===== src/rtl/match_sram_pkg.sv =====
// Shared definitions for the searchable register file: default geometry and
// the encoding of the key-search state machine.
package match_sram_pkg;

    localparam int DEF_DATA_W = 32;
    localparam int DEF_ADDR_W = 4;

    typedef enum logic [1:0] {
        IDLE = 2'd0,
        SCAN = 2'd1,
        DONE = 2'd2
    } search_state_t;

endpackage


===== src/rtl/match_sram_search.sv =====
// Sequential masked-key scanner: walks idx from 0 upward, stops on the first
// word whose compared bits equal the latched key, and reports the result.
module match_sram_search
    import match_sram_pkg::*;
#(
    parameter int DATA_W = DEF_DATA_W,
    parameter int ADDR_W = DEF_ADDR_W
) (
    input  logic              clk,
    input  logic              rst,
    input  logic              start,
    input  logic [DATA_W-1:0] key,
    input  logic [DATA_W-1:0] mask,
    input  logic [DATA_W-1:0] word,
    output logic [ADDR_W-1:0] idx,
    output logic              busy,
    output logic              done,
    output logic              found,
    output logic [ADDR_W-1:0] match_addr
);

    search_state_t     state_r;
    search_state_t     next_state_s;
    logic [ADDR_W-1:0] idx_r;
    logic [ADDR_W-1:0] idx_next_s;
    logic [DATA_W-1:0] key_r;
    logic [DATA_W-1:0] mask_r;
    logic              load_s;
    logic              hit_s;
    logic              busy_r;
    logic              done_r;
    logic              found_r;
    logic [ADDR_W-1:0] match_addr_r;

    // Next-state, index advance and key-load decision
    always_comb begin
        next_state_s = state_r;
        idx_next_s   = idx_r;
        load_s       = 1'b0;
        hit_s        = (((word ^ key_r) & mask_r) == {DATA_W{1'b0}});
        case (state_r)
            IDLE: begin
                if (start) begin
                    next_state_s = SCAN;
                    idx_next_s   = {ADDR_W{1'b0}};
                    load_s       = 1'b1;
                end else begin
                    next_state_s = IDLE;
                end
            end
            SCAN: begin
                if (hit_s || (idx_r == {ADDR_W{1'b1}})) begin
                    next_state_s = DONE;
                end else begin
                    idx_next_s = idx_r + {{(ADDR_W-1){1'b0}}, 1'b1};
                end
            end
            DONE: begin
                next_state_s = IDLE;
            end
            default: begin
                next_state_s = IDLE;
                idx_next_s   = {ADDR_W{1'b0}};
            end
        endcase
    end

    // State, latched operands and registered status/result outputs
    always_ff @(posedge clk or posedge rst) begin
        if (rst) begin
            state_r      <= IDLE;
            idx_r        <= {ADDR_W{1'b0}};
            key_r        <= {DATA_W{1'b0}};
            mask_r       <= {DATA_W{1'b0}};
            busy_r       <= 1'b0;
            done_r       <= 1'b0;
            found_r      <= 1'b0;
            match_addr_r <= {ADDR_W{1'b0}};
        end else begin
            state_r <= next_state_s;
            idx_r   <= idx_next_s;
            busy_r  <= (next_state_s != IDLE);
            done_r  <= (next_state_s == DONE);
            if (load_s) begin
                key_r  <= key;
                mask_r <= mask;
            end
            // Result only changes when a scan completes, so it holds in between
            if ((state_r == SCAN) && (next_state_s == DONE)) begin
                found_r      <= hit_s;
                match_addr_r <= hit_s ? idx_r : {ADDR_W{1'b0}};
            end
        end
    end

    assign idx        = idx_r;
    assign busy       = busy_r;
    assign done       = done_r;
    assign found      = found_r;
    assign match_addr = match_addr_r;

endmodule


===== src/rtl/match_sram.sv =====
// Register file with one write port, one registered read port and a
// background masked-key search engine over the whole array.
module match_sram
    import match_sram_pkg::*;
#(
    parameter int DATA_W = DEF_DATA_W,
    parameter int ADDR_W = DEF_ADDR_W
) (
    input  logic              Clock,
    input  logic              Reset,
    input  logic              WriteEn,
    input  logic [ADDR_W-1:0] WriteAddr,
    input  logic [DATA_W-1:0] WriteData,
    input  logic              ReadEn,
    input  logic [ADDR_W-1:0] ReadAddr,
    output logic [DATA_W-1:0] ReadData,
    output logic              ReadValid,
    input  logic              SearchStart,
    input  logic [DATA_W-1:0] SearchKey,
    input  logic [DATA_W-1:0] SearchMask,
    output logic              SearchBusy,
    output logic              SearchDone,
    output logic              MatchFound,
    output logic [ADDR_W-1:0] MatchAddr
);

    localparam int DEPTH = 2 ** ADDR_W;

    logic [DATA_W-1:0] Register [DEPTH];
    logic [DATA_W-1:0] read_data_r;
    logic              read_valid_r;
    logic [ADDR_W-1:0] scan_idx_s;
    logic [DATA_W-1:0] scan_word_s;

    // Storage array; deliberately outside the reset domain so contents survive Reset
    always_ff @(posedge Clock) begin
        if (WriteEn) begin
            Register[WriteAddr] <= WriteData;
        end
    end

    // Registered read port; a same-edge write to the read address wins
    always_ff @(posedge Clock or posedge Reset) begin
        if (Reset) begin
            read_data_r  <= {DATA_W{1'b0}};
            read_valid_r <= 1'b0;
        end else begin
            read_valid_r <= ReadEn;
            if (ReadEn) begin
                read_data_r <= (WriteEn && (WriteAddr == ReadAddr)) ? WriteData
                                                                    : Register[ReadAddr];
            end
        end
    end

    assign scan_word_s = Register[scan_idx_s];
    assign ReadData    = read_data_r;
    assign ReadValid   = read_valid_r;

    match_sram_search #(
        .DATA_W (DATA_W),
        .ADDR_W (ADDR_W)
    ) u_search (
        .clk        (Clock),
        .rst        (Reset),
        .start      (SearchStart),
        .key        (SearchKey),
        .mask       (SearchMask),
        .word       (scan_word_s),
        .idx        (scan_idx_s),
        .busy       (SearchBusy),
        .done       (SearchDone),
        .found      (MatchFound),
        .match_addr (MatchAddr)
    );

endmodule


===== config.mk =====
export PLATFORM = sky130hd
export DESIGN_NAME = match_sram
export DESIGN_NICKNAME = d
export VERILOG_FILES = /design/src/rtl/match_sram_pkg.sv /design/src/rtl/match_sram_search.sv /design/src/rtl/match_sram.sv
export SDC_FILE = /design/constraint.sdc
export NUM_CORES = 1
export LEC_CHECK = 0
export CAP_MARGIN = 25
export CORE_ASPECT_RATIO = 1.2
export CORE_UTILIZATION = 50
export DETAILED_ROUTE_END_ITERATION = 6
export PLACE_DENSITY_LB_ADDON = 0.12
export SLEW_MARGIN = 0
export SYNTH_ARGS = -nofsm -noshare
export SYNTH_HDL_FRONTEND = slang
export SYNTH_HIERARCHICAL = 1
export SYNTH_SLANG_ARGS = --single-unit

===== constraint.sdc =====
create_clock -name Clock -period 4 [get_ports Clock]
set_clock_uncertainty 0.05 [all_clocks]
set_input_delay 0.4 -clock Clock [delete_from_list [all_inputs] [get_ports Clock]]
set_output_delay 0.4 -clock Clock [all_outputs]
set_load 0.05 [all_outputs]

==> key figures <==
Place
  • Half-perimeter wire length of the detailed placement result: 46300 um
  • Total cell area at the placement stage: around 31000 um2
  • Cell count after placement: about 2300
  • Port bufs: 148
  • Weighted congestion reported at the end of routability-driven placement: between 0.7 and 0.8
  • Worst slack after detailed placement: between 90 and 100 ps

Pwr
  • Leakage: approximately 12 nW
  • Power density normalized to cell area: a little under 600 nW/um2
  • Overall power consumption: between 15 and 20 mW
  • Maximum resistive drop on vdd: ~0.36 mV

Logic synthesis
  • Combinational family with the most area after synthesis: multiplexers
  • Cell area after technology mapping: approximately 29000 um2
  • Prevailing post-synth register cell: edfxtp_1
  • Net count after synthesis: 1615
  • Fraction of synthesized cell area in xor and xnor cells: roughly 1.1%
  • Cells after synthesis: between 1500 and 2000
  • Average footprint of a synthesized cell: 19.2 um2
  • Post-synthesis adder-cell area fraction: 0.0433%
  • Count of flip-flops with a built-in enable after synthesis: ~510
  • Top cell type's share of synthesized area: about 53%
  • Post-synthesis async set-or-reset flop share: around 18%
  • Most used standard cell by instance count after synthesis: edfxtp_1
  • Count of yosys warnings during synthesis: 6
  • Post-synthesis compound-gate area fraction: roughly 4.2%
  • Register area share after synthesis: between 60% and 70%
  • Area leader, netlist: edfxtp_1
  • Multiplexer share of the synthesized area: between 20% and 30%
  • Post-synthesis share of cell area spent on and, or, nand and nor gates: 1.91%
  • Top cells by instance count after synthesis: 512 x edfxtp_1, 173 x mux4_2, 110 x dfrtp_1
  • Most area-consuming cells after synthesis: edfxtp_1 53%, mux4_2 13%, dfrtp_1 9.5%
  • Number of unique standard cell types used by synthesis: 50
  • Number of synthesized register bits: ~620

Global route
  • Global-route usage over all layers: between 20 and 30%
  • Largest net degree at the start of global routing: 64
  • GRT Residual Overflow: 0
  • Global-route wire length before repair: approximately 120000 um
  • Number of antenna violations at the first check in global routing: 1
  • Number of global-route vias before repair: 17100

Floorplan
  • Initial core utilization: between 50% and 60%
  • Die boundary width: between 200 and 250 um
  • Floorplan Core Area: ~57000 um2
  • Height of the chip: 265 um
  • Placement Rows: 96
  • Die Area: 58800 um2
  • I/O pins: roughly 150

Clock network
  • Library cell used as clock root buffer: clkbuf_16
  • Post-cts hold buffer count: 0
  • Clock transition at the registers of the reported paths: ~60 ps
  • CTS buffer count: 66
  • Setup bufs post-CTS: 0
  • Number of sinks handled by clock tree synthesis: 622
  • Number of gates resized after cts: 0
  • H-tree depth: 3
  • Clock tree from TritonCTS: yes
  • Clock latency on the worst-skew pair: 610 ps
  • Largest buffer count on any clock path: 3

Finish
  • Share of layout cells above drive strength 1: 27.6%
  • Post-route cell area: ~34000 um2
  • Number of nets in the layout: ~1800
  • Layout overhead on the synthesized area: 15.9%
  • Final core utilization: between 50% and 60%
  • Layout fillers: 4211
  • Number of non-filler instances in the completed layout: ~2500
  • Diodes inserted: 0

Critical path
  • R2r setup slk: ~230 ps
  • Critical Path Start Type: flop
  • Type of destination of the critical path: flop
  • CP max FO: 26
  • Data required time of the critical path: between 4000 and 5000 ps
  • Reg-to-Reg End: u_search/match_addr[2]
  • Reg-to-reg critical path startpoint: u_search/idx[0]
  • Worst EP arrival: 4200 ps
  • Setup CP Type: reg2reg
  • Number of cells on the worst reg-to-reg path: 11

Status
  • Result of the run: finished, final reports clean

Route
  • Post-route ant nets: 0
  • Post-route DRC: 0
  • Number of vias in the routed layout: between 15000 and 20000
  • Wire length per cell: roughly 32 um
  • Avg Vias per Cell: about 6.6
  • Post-detailed-routing wire length: around 79000 um
  • Initial DRT Pass Iterations: 5
  • DRC violation total after the first TritonRoute iteration: around 1600

STA
  • Total of endpoints with negative setup slack in the final report: 0
  • Crit path time final: about 3800 ps
  • Least-Margin Pin Slew: around 960 ps
  • Max frequency: 0.265 GHz
  • Smallest hold slack: roughly 110 ps
  • Final period utilization: a little over nine tenths
  • Max transition margin: a little over a third
  • Final-report hold violation count: 0
  • Final Slew Violations: 0
  • Worst path setup slack after routing: 232 ps
  • Setup repair after global routing missed its margin: no
  • Fin Setup TNS: 0 ps

Run
  • Max-cap check violation count: 0

Min path
  • Min-delay worst type: in2async
-- cells in the final DEF (no fill, tap or decap), types with 6 or more instances in the layout --
cell,n
clkinv_2,14
mux4_2,173
a221oi_1,32
clkbuf_16,67
clkinv_1,10
mux2_2,96
nor2_4,13
nand3_1,6
inv_1,34
mux2i_1,64
buf_12,23
dfrtp_1,106
xor2_1,35
nor2_1,35
a22oi_1,15
edfxtp_1,512
o21ai_0,10
mux4_1,81
clkdlybuf4s50_1,143
a31oi_1,32
o21ai_1,22
buf_4,41
clkbuf_1,16
nand2_1,37
a41o_1,32
-- cell families after synthesis --
group / after synthesis
compound gates: 158
xor+xnor: 36
fa+ha+maj: 1
buf+inv: 151
flops: 622
mux: 416
simple gates: 121
-- sequential cells by signal, indices dropped and copies added (netlist names), 2 cells and up --
signal	count
ReadData	32
Register	512
u_search/idx	4
u_search/key_r	32
u_search/mask_r	32
u_search/match_addr	4
u_search/state_r	2
-- layout make-up --
| type | count | area (um2) | share of cell area [%] |
|---|---|---|---|
| clock buffers | 86 | 1780 | 5.30 |
| flip-flops and latches | 622 | 18100 | 54.1 |
| clock inverters | 36 | 293 | 0.873 |
| well taps | 735 | 920 | 2.74 |
| multi-input cells | 732 | 10000 | 29.9 |
| repair buffers | 212 | 2240 | 6.67 |
| inverters | 36 | 136 | 0.407 |
-- worst max-delay path, stage by stage (launching register included) --
cell and delay, ps:
dfrtp_4 540, buf_12 260, buf_12 210, mux4_1 570, mux4_2 500, xor2_1 200
a22oi_1 320, nand4_1 200, nor4_4 240, buf_12 170, o21ai_2 90, a22o_2 290
-- routing by layer --
metal	wire [um]	up-vias	share of wire (%)	global-route usage (%)
met5	17	-	0.022	0
met4	2490	2	3.2	9.80
met3	6080	150	7.7	4.92
met2	37300	741	47	43.6
met1	33100	8631	42	38.6
li1	-	6717	-	-
-- power breakdown --
group          total, mW  leakage (nW)  switching [mW]  internal [mW]
Combinational       5.72          4.81            2.85           2.87
Sequential          8.06          5.92           0.495           7.56
Clock               5.89          1.02            2.53           3.36
Total               19.7          11.7            5.88           13.8
-- worst max-delay path by stage --
stage,start,end,slack [ps]
after floorplan,WriteAddr[2],Register[0][0],370
after global placement,u_search/idx[0],u_search/match_addr[0],70
after detailed placement,u_search/idx[0],u_search/match_addr[2],90
after CTS,u_search/idx[0],u_search/match_addr[2],80
after global routing,u_search/idx[0],u_search/match_addr[2],70
final,u_search/idx[0],u_search/match_addr[2],230
Note: power is estimated with default switching activity, not from simulation.
